--- config.mk ---
export PLATFORM = sky130hd
export DESIGN_NAME = piezo_keyboard
export DESIGN_NICKNAME = d
export VERILOG_FILES = /design/src/rtl/piezo_pkg.sv /design/src/rtl/piezo_tone_div.sv /design/src/rtl/piezo_keyboard.sv
export SDC_FILE = /design/constraint.sdc
export NUM_CORES = 1
export LEC_CHECK = 0
export CORE_UTILIZATION = 55
export DETAILED_ROUTE_END_ITERATION = 8
export PLACE_DENSITY = 0.79
export SYNTH_ARGS = -nofsm -noshare
export SYNTH_HDL_FRONTEND = slang
export SYNTH_SLANG_ARGS = --single-unit
--- constraint.sdc ---
create_clock -name clk -period 5.6 [get_ports clk]
set_clock_uncertainty 0.1 [all_clocks]
set_input_delay 1.12 -clock clk [delete_from_list [all_inputs] [get_ports clk]]
set_output_delay 1.12 -clock clk [all_outputs]
set_load 0.005 [all_outputs]
--- src/rtl/piezo_pkg.sv ---
// Shared constants for the piezo keyboard: note half-period table, FSM encoding, clock rate.
package piezo_pkg;

  localparam int unsigned CLK_HZ       = 1_000_000;
  localparam int unsigned NOTE_W       = 12;
  localparam int unsigned NOTE_ENTRIES = 16;

  typedef logic [NOTE_W-1:0] note_t;

  // Half-period counts at CLK_HZ; entries above 7 repeat the top note.
  localparam note_t NOTE_TABLE [NOTE_ENTRIES] = '{
    12'd1912, 12'd1703, 12'd1517, 12'd1431, 12'd1275, 12'd1136, 12'd1012, 12'd955,
    12'd955,  12'd955,  12'd955,  12'd955,  12'd955,  12'd955,  12'd955,  12'd955
  };

  typedef enum logic [1:0] {
    StIdle    = 2'd0,
    StPlay    = 2'd1,
    StSustain = 2'd2
  } state_e;

endpackage

--- src/rtl/piezo_tone_div.sv ---
// Half-period counter and toggle flop; the half-period only reloads at a toggle edge or while stopped.
module piezo_tone_div
  import piezo_pkg::*;
#(
  parameter int unsigned CNT_W = 12
) (
  input  logic             clk,
  input  logic             rst,
  input  logic             run,
  input  logic [CNT_W-1:0] half,
  input  logic             reload_ok,
  output logic             piezo,
  output logic             half_edge
);

  logic [CNT_W-1:0] cnt_q, cnt_d;
  logic [CNT_W-1:0] half_q, half_d;
  logic             piezo_q, piezo_d;

  assign half_edge = run && (cnt_q == half_q - CNT_W'(1));
  assign piezo     = piezo_q;

  always_comb begin
    cnt_d   = cnt_q;
    half_d  = half_q;
    piezo_d = piezo_q;
    if (!run) begin
      cnt_d   = '0;
      piezo_d = 1'b0;
      if (reload_ok) half_d = half;
    end else if (half_edge) begin
      cnt_d   = '0;
      piezo_d = ~piezo_q;
      if (reload_ok) half_d = half;
    end else begin
      cnt_d = cnt_q + CNT_W'(1);
    end
  end

  always_ff @(posedge clk or posedge rst) begin
    if (rst) begin
      cnt_q   <= '0;
      half_q  <= '0;
      piezo_q <= 1'b0;
    end else begin
      cnt_q   <= cnt_d;
      half_q  <= half_d;
      piezo_q <= piezo_d;
    end
  end

endmodule

--- src/rtl/piezo_keyboard.sv ---
// Single-voice keyboard tone generator, lowest pressed key wins, octave up-shift.
// Define PIEZO_SUSTAIN_EN to keep the tone running for SUSTAIN_CYC cycles after release.
module piezo_keyboard
  import piezo_pkg::*;
#(
  parameter int unsigned N_KEYS      = 8,
  parameter int unsigned CNT_W       = 12,
  parameter int unsigned SUSTAIN_CYC = 50000,
  parameter int unsigned SUS_W       = 16
) (
  input  logic              clk,
  input  logic              rst,
  input  logic [N_KEYS-1:0] key,
  input  logic [1:0]        octave,
  output logic              piezo,
  output logic              busy,
  output logic [3:0]        note_idx
);

  state_e           state_q, state_d;
  logic [3:0]       note_idx_q, note_idx_d;
  logic [3:0]       sel;
  logic             any;
  logic [CNT_W-1:0] tbl_half, shifted, eff_half;
  logic             run, reload_ok, half_edge;

  always_comb begin
    sel = '0;
    for (int i = N_KEYS - 1; i >= 0; i--) begin
      if (key[i]) sel = 4'(i);
    end
  end

  assign any      = |key;
  assign tbl_half = CNT_W'(NOTE_TABLE[sel]);
  assign shifted  = tbl_half >> octave;
  assign eff_half = (shifted == '0) ? CNT_W'(1) : shifted;

`ifdef PIEZO_SUSTAIN_EN
  logic [SUS_W-1:0] sus_cnt_q, sus_cnt_d;
`else
  logic unused_sus_cfg;
  assign unused_sus_cfg = ^{SUSTAIN_CYC, SUS_W};
`endif

  always_comb begin
    state_d    = state_q;
    note_idx_d = note_idx_q;
    reload_ok  = 1'b0;
`ifdef PIEZO_SUSTAIN_EN
    sus_cnt_d  = sus_cnt_q;
`endif
    case (state_q)
      StIdle: begin
        if (any) begin
          state_d    = StPlay;
          note_idx_d = sel;
          reload_ok  = 1'b1;
        end
      end
      StPlay: begin
        if (any) begin
          // Pitch follows the keys only at a toggle edge, so no runt pulses.
          reload_ok = 1'b1;
          if (half_edge) note_idx_d = sel;
        end else begin
`ifdef PIEZO_SUSTAIN_EN
          state_d   = StSustain;
          sus_cnt_d = SUS_W'(SUSTAIN_CYC - 1);
`else
          state_d    = StIdle;
          note_idx_d = '0;
`endif
        end
      end
`ifdef PIEZO_SUSTAIN_EN
      StSustain: begin
        if (any) begin
          state_d = StPlay;
        end else if (sus_cnt_q == '0) begin
          state_d    = StIdle;
          note_idx_d = '0;
        end else begin
          sus_cnt_d = sus_cnt_q - SUS_W'(1);
        end
      end
`endif
      default: begin
        state_d    = StIdle;
        note_idx_d = '0;
      end
    endcase
  end

  // Stopped on the way into IDLE too, so piezo and cnt clear on that same clock.
  assign run = (state_q != StIdle) && (state_d != StIdle);

  always_ff @(posedge clk or posedge rst) begin
    if (rst) begin
      state_q    <= StIdle;
      note_idx_q <= '0;
`ifdef PIEZO_SUSTAIN_EN
      sus_cnt_q  <= '0;
`endif
    end else begin
      state_q    <= state_d;
      note_idx_q <= note_idx_d;
`ifdef PIEZO_SUSTAIN_EN
      sus_cnt_q  <= sus_cnt_d;
`endif
    end
  end

  assign busy     = (state_q != StIdle);
  assign note_idx = note_idx_q;

  piezo_tone_div #(
    .CNT_W(CNT_W)
  ) u_tone_div (
    .clk      (clk),
    .rst      (rst),
    .run      (run),
    .half     (eff_half),
    .reload_ok(reload_ok),
    .piezo    (piezo),
    .half_edge(half_edge)
  );

endmodule

==> summary.md, run 1 <==
Broken down by cell family, the worst path's largest delay share belongs to simple AND/OR/NAND/NOR gates. The share of final-layout standard cells stronger than drive strength 1 is 0.1150. The tools report the initial standard-cell utilization of the core as 0.5870. In this run the cell area of the synthesized design comes to 0.002399 mm^2. The synthesized design contains 0 enable-type register cells. Relative to the synthesized area, the layout overhead comes to 10.38%.

After layout, the design draws a total of 578.3 uW. The data required time of the worst path was 5.65 ns. For this run the aggregate overflow at the end of global routing stands at 0. The path with the worst hold slack has its endpoint at note_idx[2].

Setup slack on the worst reg-to-reg path comes out at 2.07 ns. The iteration count of the initial detailed-routing pass was 5. The run finished with clean final reports. The core footprint is 0.004086 mm^2. The logs give 0 for the initial antenna violation count and 0 for the max-capacitance violation count. The critical path goes through clkdlybuf4s50_1 > nor2b_1 > o21bai_1 > a21oi_1 > nor2_1 > nor2_1 > inv_1 > ha_1 > o211ai_1 > a31oi_1 > or4_1 > nor4b_1 > o2111ai_1 > a2bb2oi_1. Setup violations remaining at the end of the flow were counted as 0.

The worst path buffer plus inverter count works out to 2. The startpoint identified for the worst hold timing path is state_q[1]. Summed over all failing endpoints, the final setup total negative slack is 0 ns. The worst-path cell with the longest stage delay was or4_1.

The number of synthesis warnings came out at 0. In this run the core area contains 23 standard-cell rows. Dividing the detail-routed wire length by the instance count gives 15.89 um. TritonCTS built the clock tree. By startpoint and endpoint, the worst setup path is classified as in -> reg. The remaining routing DRC violations was 0. For this run, the slowest stage of the critical path takes 0.56 ns.

The maximum clock frequency was 0.2662 GHz. The synthesis-stage register bit count came out at 29. At the end of the flow, the number of nets in the layout was 305.

The worst max-slew margin expressed relative to the limit was 0.2400. For the latest clock arrival within the worst-skew pair, the log shows 0.27 ns. The worst register-to-register path begins at u_tone_div.half_q[0]. The final standard cell utilization of the core is 0.6479, and the placed wire-length estimate after detailed placement is 3951 um.

Routability-driven placement finished with a final weighted congestion of 0.9573. The depth of the worst register-to-register path is 9. The actual transition at the worst max-transition pin is 1.134 ns, and the count of cell types in the netlist is 64. Setup repair after global routing left no endpoint under its margin. The share of the synthesized area in the top cell type was 0.3026. Leaving out fill and tap cells, the most frequent cell in the layout is nor2_1.

The average instance in the mapped netlist occupies 8.722 um^2. The maximum number of pins on one net before global-route repair was 30; the leakage power total was 1.109 nW. The run gives 0 as the count of hold buffers inserted by post-cts repair. The starting DRC count in detailed routing is 123, and the die outline width is 68.04 um.

Post-CTS timing repair inserted 0 buffers for setup. Summing all multi-input logic gate instances after layout gives 0.001556 mm^2. The path type of the worst min-delay path was reg -> reg. Clock tree synthesis selected as its root buffer the cell clkbuf_8. The cell type with the largest total area after synthesis is dfrtp_1. During I/O placement, the number of pins put on the boundary was 18. In the layout the commonest cells are nor2_1, dfrtp_1, clkdlybuf4s50_1. The number of I/O port buffers is 16, and the die area is 0.004629 mm^2.

Across all hold checks on the routed design, the worst slack comes to 0.4569 ns. Yosys attributes the largest share of cell area to dfrtp_1, nor2_1, xor2_1. The logs give 0.2549 for the total routing resource utilization after global routing and 8783 um for the wire length of the first global-routing pass. The depth of the worst hold-timing path came out at 1. The power density over the cells is 218.4 mW/mm^2, and the number of vias per cell after detailed routing is 6.273. The worst setup path is captured at a register. Synthesis produced 275 cells. The primary flip-flop cell chosen by synthesis mapping is dfrtp_1.

Part of the cycle the worst path needs: 0.6707. The tools report the endpoint of the lowest-slack register-to-register path as u_tone_div.half_q[10]. The tools report the number of max-slew violations in the final report as 0. The worst-path maximum fanout is 4. The height of the die is 68.04 um. Clock tree synthesis inserted a total of 5 buffers. The total wire length after detailed routing was 5355 um; the total inserted antenna cells was 0. Clock-pin slew was measured on the worst setup and hold paths at 0.06 ns. For the count of final hold-check violations, the log shows 0. The final route contains 2114 vias.

VDD sags by at most 0.1949 mV. The via count of the first global-routing pass is 1869. The layout has 331 filler cells. Counting every sink on the clock net gives 29. The worst-case clock buffer depth came out at 2. The sequential cells in the finished layout cover a total of 725.7 um^2. The async set-reset flop share out of synthesis was 1.000; the data arrival time of the critical path was 3.81 ns.

The post-cts gate resize count is 0. The most numerous cell type found on the critical path is nor2_1. For the finished layout, the period the worst path requires is 3.756 ns. The sequential-to-total area share from yosys stat was 0.3026; the number of H-tree branching levels was 2.

Once detail routing completed, the nets flagged for antenna violations numbered 0. The worst setup path is launched from an input pin.
==> power breakdown <==
| part | internal [mW] | switching [mW] |
|---|---|---|
| Combinational | 0.0711 | 0.0795 |
| Sequential | 0.227 | 0.0310 |
| Clock | 0.0972 | 0.0725 |
==> synth_stat cells, drive strengths merged, types with 3 or more instances <==
cell type,number
a21o,3
a21oi,13
a31oi,5
and3,11
buf,4
clkbuf,8
dfrtp,29
ha,6
inv,14
mux2,9
mux2i,5
nand2,16
nand3,13
nand3b,3
nand4,5
nor2,37
nor2b,3
nor3,5
nor3b,3
nor4,6
nor4b,5
o211ai,3
o21ai,9
o21bai,3
or4,4
xnor2,8
xor2,13
==> routing by layer <==
layer,up-vias,GRT usage,share of wire
met1,1023,0.3688,0.49
met3,5,0.05167,0.061
li1,1019,-,-
met4,0,0.07031,0.0067
met5,-,0,0
met2,67,0.3811,0.44
==> sequential cells by signal (all words and copies together) (netlist names) <==
signal / count
note_idx: 3
state_q: 2
u_tone_div.cnt_q: 12
u_tone_div.half_q: 11
u_tone_div.piezo: 1
==> how the worst max path moves through the flow <==
stage | start | end | slack (ns) | depth (start not counted)
final | key[7] | u_tone_div.half_q[0] | 1.84 | 14
after global routing | key[7] | u_tone_div.half_q[0] | 1.59 | 14
after CTS | key[7] | u_tone_div.half_q[0] | 1.87 | 14
after detailed placement | key[7] | u_tone_div.half_q[0] | 1.58 | 14
after global placement | key[7] | u_tone_div.half_q[0] | 1.63 | 14
after floorplan | key[7] | u_tone_div.half_q[0] | 2.42 | 13
==> logic make-up (layout without fill, tap and decap cells) <==
family          count (synthesis)  count (layout)  share of synthesized area
simple gates                  124             124                     0.3015
compound gates                 52              52                     0.1528
flops                          29              29                     0.3026
buf+inv                        27              38                    0.05008
xor+xnor                       21              21                    0.07668
mux                            15              15                    0.08346
fa+ha+maj                       6               6                    0.03130
other cells                     1               2                   0.001563
==> cell type report <==
class,instances,area share
inverter,15,0.02127
clock buffer,7,0.03261
tap,50,0.02363
multi-input combinational,220,0.5879
timing repair buffer,16,0.06049
sequential,29,0.2741
==> stage by stage <==
| step | std cells | worst slack [ns] | instance area (um^2) |
|---|---|---|---|
| CTS | 337 | 1.866 | 2648 |
| floorplan | 276 | 2.424 | 2402 |
| global placement | 330 | 1.632 | 2561 |
| detailed placement | 330 | 1.576 | 2561 |
| finish | 337 | 1.844 | 2648 |
| global route | 337 | 1.587 | 2648 |
(Power assumes the default switching activity.)
==> run 2: changes to the inputs <==
CORE_UTILIZATION = 53   (was 55)
clock period = 3.3 ns   (was 5.6 ns; I/O delays follow)
==> summary.md, run 2 (same netlist as run 1, synthesis figures left out) <==
The leakage power total is 1.215 nW (+9.6%), and the worst max-slew margin expressed relative to the limit is 0.5596 (+0.3195). TritonCTS built the clock tree. The time the final worst path needs with I/O delays and setup works out to 3.065 ns. The final net count came out at 327 (+7.2%).

The number of H-tree branching levels was 2 (unchanged). For the number of I/O pins, the log shows 18 (unchanged). The total inserted antenna cells came out at 0 (unchanged). Die outline width: 69.27 um (+1.8%).

The worst setup path is launched from an input pin. The clock-pin transition on the worst setup and hold timing paths was 0.06 ns (about the same). The post-layout instance count excluding filler cells was 361 (+7.1%); the die area was 0.004798 mm^2 (+3.7%). The worst setup path is of the in -> reg kind.

For this design, the slowest cell found on the critical path is or4_1. The depth of the worst register-to-register path is 9 (unchanged), and the worst-case clock buffer depth is 2 (unchanged). Setup repair after global routing left no endpoint under its margin.

The total vias in the final route came out at 2144 (+1.4%). Signed area change from the synthesized netlist to the final layout: 17.94%. The worst setup path is captured at a register. The row count is 24 (+4.3%), and the power density over the cells is 356.9 mW/mm^2 (+63%). The tools report the met2 usage in global routing as 0.3819 (+0.0007496). The path with the worst hold slack has its endpoint at u_tone_div.cnt_q[0].

The logs give 0 (unchanged) for the initial antenna violation count and 0 ns (unchanged) for the final sum of negative setup slack. Post-route cell area: 0.002829 mm^2 (+6.9%). The data arrival time of the critical path was 3.12 ns (-0.69 ns); the depth of the worst hold-timing path was 1 (unchanged). The slack of the worst reg-to-reg path is 0.24 ns (-1.83 ns), and the number of vias per cell after detailed routing is 5.939 (-5.3%).

The worst hold path belongs to the class reg -> reg. The part of the cycle the worst path needs came out at 0.9288. The run finished with clean final reports. The actual transition at the worst max-transition pin was 0.6585 ns (-0.4752 ns). The tools report the count of final hold-check violations as 0 (unchanged). The run gives 0 (unchanged) as the remaining antenna violation count after routing. The run gives 0.5509 (-0.03609) as the initial standard-cell utilization of the core.

In this run the critical register-to-register path is launched from u_tone_div.half_q[0]. The run gives 0 (unchanged) as the remaining routing DRC violations. In this run the critical register-to-register path is captured at u_tone_div.half_q[10]. The max-capacitance violation count came out at 0 (unchanged). The logs give 29 (unchanged) for the number of clock sinks and 4166 um (+5.5%) for the placed wire-length estimate after detailed placement.

The weighted congestion reported at the end of routability-driven placement was 1.023 (+6.9%); the latest clock arrival within the worst-skew pair was 0.28 ns (about the same). Traced cell by cell, the critical path runs through clkdlybuf4s50_1 > nor2b_1 > o21bai_1 > a21oi_1 > nor2_1 > nor2_2 > inv_1 > ha_1 > o211ai_1 > a31oi_1 > or4_1 > nor4b_1 > o2111ai_1 > a2bb2oi_1. The number of max-slew violations in the final report came out at 0 (unchanged). The routed wirelength normalized by instance count was 15.32 um (-3.6%); the placed cell count was 354 (+7.3%). For the maximum number of pins on one net before global-route repair, the log shows 30 (unchanged).

The number of CTS-inserted buffers was 5 (unchanged); the global routing met1 resource utilization was 0.3455 (-0.02326). The run gives 0.2457 (-0.009198) as the total routing resource utilization after global routing. The data required time of the worst path is 3.36 ns (-2.29 ns), and the flip-flop count of the largest register, all copies and words added is 12 (unchanged).

The share of final-layout standard cells stronger than drive strength 1 is 0.1845 (+0.06948). Number of I/O port buffers: 16 (unchanged). The logs give 4 (-1) for the iteration count of the initial detailed-routing pass and 0.4608 ns (+0.003886 ns) for the worst hold-check slack.

Maximum clock frequency: 0.3262 GHz. For the total of endpoints with negative setup slack in the final report, the log shows 0 (unchanged). Leaving out fill and tap cells, the most frequent cell in the layout is nor2_1. For the wire length of the first global-routing pass, the log shows 9473 um (+7.9%). The register with the most flip-flops in the final layout is u_tone_div.cnt_q. The run gives 0 (unchanged) as the total overflow reported by the global router. Layer with the highest usage: met2.

Hold path startpoint: u_tone_div.cnt_q[0]. Leaving out fill and tap cells, the most frequent cells in the layout are nor2_1, dfrtp_1, buf_4. Longest individual stage delay on the worst path: 0.56 ns (about the same). The logs give 0.004354 mm^2 (+6.6%) for the core footprint and 0.3467 mV (+78%) for the highest ir drop seen on vdd. The count of hold buffers inserted by post-cts repair is 0 (unchanged), and the starting DRC count in detailed routing is 123 (unchanged).

The total wire length after detailed routing was 5530 um (+3.3%). Met3 usage in global routing: 0.05087 (-0.0007946). The via count of the first global-routing pass came out at 2014 (+7.8%). The placed instance area is 0.002729 mm^2 (+6.5%). The worst-path maximum fanout was 3 (-1).

The height of the die was 69.27 um (+1.8%). The root buffer cell chosen for the clock tree is clkbuf_8.
[run 2: cell types whose count changed in the layout (fill, tap and decap cells not counted)]
| cell | change |
|---|---|
| nor3_4 | +1 |
| o31ai_2 | +1 |
| o31ai_1 | -1 |
| buf_4 | +22 |
| nor3_2 | -1 |
| nor2_2 | +1 |
| nor2_1 | -1 |
[run 2: through the flow]
step | power [mW] | util | setup slack [ns]
3_5_place_dp | 0.7171 | 0.6267 | -0.09269
2_1_floorplan | 0.6294 | - | 0.5839
4_1_cts | 1.013 | 0.6480 | 0.1922
6_report | 1.010 | 0.6497 | 0.2348
3_3_place_gp | 0.7091 | 0.6267 | -0.05434
5_1_grt | 1.064 | 0.6497 | 0.02798
[run 2: critical path, delay by kind of cell]
kind | cells | cell delay [ns]
and+or+nand+nor | 5 | 1.09
buffers and inverters | 2 | 0.56
AOI/OAI and AO/OA | 6 | 0.63
adders and majority gates | 1 | 0.19
[run 2: how the worst max path moves through the flow]
stage,start,to,slack [ns],depth (start not counted)
finish,key[7],u_tone_div.half_q[0],0.23,14
global route,key[7],u_tone_div.half_q[0],0.03,14
CTS,key[7],u_tone_div.half_q[0],0.19,14
detailed placement,key[7],u_tone_div.half_q[0],-0.09,14
global placement,key[6],u_tone_div.half_q[0],-0.05,14
floorplan,key[7],u_tone_div.half_q[0],0.58,13
[run 2: timing repair]
item                                    CTS  global route
endpoints found under the hold margin     0             0
buffers inserted                          0             0
endpoints found under the setup margin    1             1
resized for setup                         1             2
pin swaps                                 0             0
[run 2: metal layers]
| metal | vias up | part of all wire |
|---|---|---|
| li1 | 1065 | - |
| met1 | 1018 | 0.49 |
| met2 | 55 | 0.46 |
| met3 | 6 | 0.043 |
| met4 | 0 | 0.0080 |
| met5 | - | 0 |
[run 2: final cells by class]
cell class / instances / area, um^2
tap: 52 / 65.06
fill: 362 / 1525
sequential: 29 / 725.7
timing repair buffer: 38 / 325.3
multi-input combinational: 220 / 1570
clock buffer: 7 / 86.33
inverter: 15 / 56.30
[run 2: power by group]
part / switching, mW / internal (mW) / total (mW) / leakage (nW)
clock: 0.129 / 0.165 / 0.294 / 0.0443
combinational: 0.138 / 0.140 / 0.279 / 0.802
sequential: 0.0516 / 0.385 / 0.437 / 0.369
==> run 3: changes to the inputs <==
CORE_MARGIN = 10   (was default)
==> summary.md, run 3 (same netlist as run 1, synthesis figures left out) <==
The worst hold-check slack is 0.4675 ns (+0.006670 ns). The number of vias per cell after detailed routing works out to 6.116 (+3.0%). The placed cell count was 356 (+0.56%); the core footprint was 0.004354 mm^2 (unchanged). The number of buffers added for setup after CTS is 0 (unchanged). The run finished with clean final reports. The tools report the maximum clock frequency as 0.3251 GHz (-0.34%). The reg-to-reg critical path startpoint is u_tone_div.half_q[0]. The hold path endpoint was u_tone_div.half_q[1].

The share of final-layout standard cells stronger than drive strength 1 was 0.1929 (+0.008460). The number of clock sinks was 29 (unchanged); the total inserted antenna cells was 0 (unchanged). The data required time of the worst path came out at 3.35 ns (about the same). The path type of the worst min-delay path was reg -> reg.

The post-cts gate resize count was 1 (unchanged). The run gives 0.6540 (+0.004310) as the final standard cell utilization of the core. The wire length of the first global-routing pass was 10180 um (+7.4%). The post-layout instance count excluding filler cells is 363 (+0.55%), and the final sum of negative setup slack is 0 ns (unchanged). In the layout the commonest cells are nor2_1, dfrtp_1, buf_4. The worst register-to-register path ends at u_tone_div.half_q[10]. The actual transition at the worst max-transition pin came out at 0.6703 ns (+0.01175 ns).

In this run the most critical hold path is launched from u_tone_div.half_q[1]. The critical path class was in -> reg. Total of endpoints with negative setup slack in the final report: 0 (unchanged). The signed area change from the synthesized netlist to the final layout is 18.73%, and the routed wirelength normalized by instance count is 16.42 um (+7.2%). The library cell used most frequently in the layout, excluding fill and tap cells, is nor2_1.

Latest clock arrival within the worst-skew pair: 0.28 ns (about the same). The max-capacitance violation count was 0 (unchanged); the final net count was 329 (+0.61%). For the initial standard-cell utilization of the core, the log shows 0.5509 (unchanged). The proportion of total power due to net switching was 0.3157 (-0.0004499). Row count: 24 (unchanged).

The logs give 369 (+1.9%) for the number of filler instances in the final layout and 196 (+59%) for the starting DRC count in detailed routing. Setup repair after global routing left no endpoint under its margin. The switching power was 321.3 uW (+0.66%). The number of max-slew violations in the final report was 0 (unchanged).

STA classifies the critical path endpoint as a register. The logs give 0 (unchanged) for the remaining antenna violation count after routing and -0.1429 ns (-0.05024 ns) for the post-placement setup slack. The weighted congestion reported at the end of routability-driven placement was 0.9883 (-3.4%); the iteration count of the initial detailed-routing pass was 4 (unchanged). The logic gate share of total power was 0.289 (+0.013); the slack of the worst reg-to-reg path was 0.23 ns (about the same). The number of I/O port buffers was 16 (unchanged); the via count of the first global-routing pass was 2123 (+5.4%).

The remaining routing DRC violations was 0 (unchanged); the leakage power total was 1.226 nW (+0.92%). The worst max-slew margin expressed relative to the limit came out at 0.5517 (-0.007862). The flip-flop count of the largest register, all copies and words added is 12 (unchanged). The number of I/O pins was 18 (unchanged); the power density over the cells was 357.4 mW/mm^2 (+0.14%). The total wire length after detailed routing was 5959 um (+7.8%). The depth of the worst hold-timing path was 1 (unchanged); the clock-pin transition on the worst setup and hold timing paths was 0.06 ns (about the same).

Data arrival time of the critical path: 3.13 ns (about the same). The total vias in the final route was 2220 (+3.5%); the placed wire-length estimate after detailed placement was 4466 um (+7.2%). The proportion of power drawn by flip-flops and latches came out at 0.426 (-0.007). The total routing resource utilization after global routing was 0.1615 (-0.08422). The worst-path maximum fanout was 3 (unchanged); the part of the cycle the worst path needs was 0.9320 (+0.003139). The run gives 0 (unchanged) as the total overflow reported by the global router. The number of H-tree branching levels was 2 (unchanged); the time the final worst path needs with I/O delays and setup was 3.076 ns (+0.01036 ns).

The worst-case clock buffer depth is 2 (unchanged). The initial antenna violation count was 0 (unchanged); the die area was 0.007616 mm^2 (+59%). The cell at the root of the clock tree was clkbuf_8. The number of CTS-inserted buffers came out at 5 (unchanged). The count of hold buffers inserted by post-cts repair is 0 (unchanged). TritonCTS built the clock tree. The share of total power in the clock network was 0.286 (-0.005). The area taken by flip-flops and latches was 725.7 um^2 (unchanged); the die outline width was 87.27 um (+26%).

Maximum number of pins on one net before global-route repair: 30 (unchanged). The depth of the worst register-to-register path was 9 (unchanged). The worst setup margin was 0.2245 ns (-0.01036 ns); the count of final hold-check violations was 0 (unchanged).

The area of combinational cells with multiple inputs came out at 0.001574 mm^2 (+0.24%). The internal power consumption was 696.4 uW (+0.87%). The startpoint type of the worst setup path is an input pin.

The highest ir drop seen on vdd was 0.3709 mV (+7.0%). The register ranked first by flip-flop count was u_tone_div.cnt_q. The height of the die was 87.27 um (+26%).
run 3: changes by cell type in the layout (fill, tap and decap cells not counted), sizes merged:
cell	change
buf	+2
run 3: worst max-delay path, cell delays in order:
cell and delay, ns:
clkdlybuf4s50_1 0.48, nor2b_1 0.13, o21bai_1 0.09, a21oi_2 0.16, nor2_1 0.06, nor2_2 0.14
inv_1 0.09, ha_1 0.21, o211ai_1 0.12, a31oi_1 0.11, or4_1 0.55, nor4b_1 0.17
o2111ai_1 0.08, a2bb2oi_1 0.08
run 3: power by group through the flow:
| stage | Combinational [mW] | Sequential, mW | Clock (mW) |
|---|---|---|---|
| after global routing | 0.320 | 0.440 | 0.307 |
| final | 0.294 | 0.433 | 0.291 |
| after global placement | 0.278 | 0.438 | 0 |
| after floorplan | 0.206 | 0.423 | 0 |
| after detailed placement | 0.288 | 0.438 | 0 |
| after CTS | 0.291 | 0.432 | 0.295 |
run 3: per-stage QoR:
stage / total power [mW] / area (um^2)
CTS: 1.018 / 2836
finish: 1.018 / 2848
detailed placement: 0.7261 / 2744
global route: 1.067 / 2848
floorplan: 0.6294 / 2402
global placement: 0.7160 / 2744
run 3: cell type report:
type,instances,share of cell area
Sequential cell,29,0.2548
Tap cell,52,0.02285
Multi-Input combinational cell,220,0.5527
Inverter,15,0.01977
Timing Repair Buffer,40,0.1195
Clock buffer,7,0.03032
run 3: per-layer routing:
layer | GRT usage | vias to the layer above | wire [um]
li1 | - | 1072 | -
met1 | 0.2247 | 1076 | 2751
met2 | 0.2474 | 67 | 2833
met3 | 0.03558 | 5 | 338
met4 | 0.03623 | 0 | 35
met5 | 0 | - | 0
run 3: how the worst max path moves through the flow:
stage,from,depth (start not counted),slack (ns),endpoint
final,key[7],14,0.22,u_tone_div.half_q[0]
after global routing,u_tone_div.half_q[0],9,0.02,u_tone_div.half_q[10]
after CTS,key[7],14,0.15,u_tone_div.half_q[0]
after detailed placement,key[7],14,-0.14,u_tone_div.half_q[0]
after global placement,key[7],14,-0.06,u_tone_div.half_q[0]
after floorplan,key[7],13,0.58,u_tone_div.half_q[0]
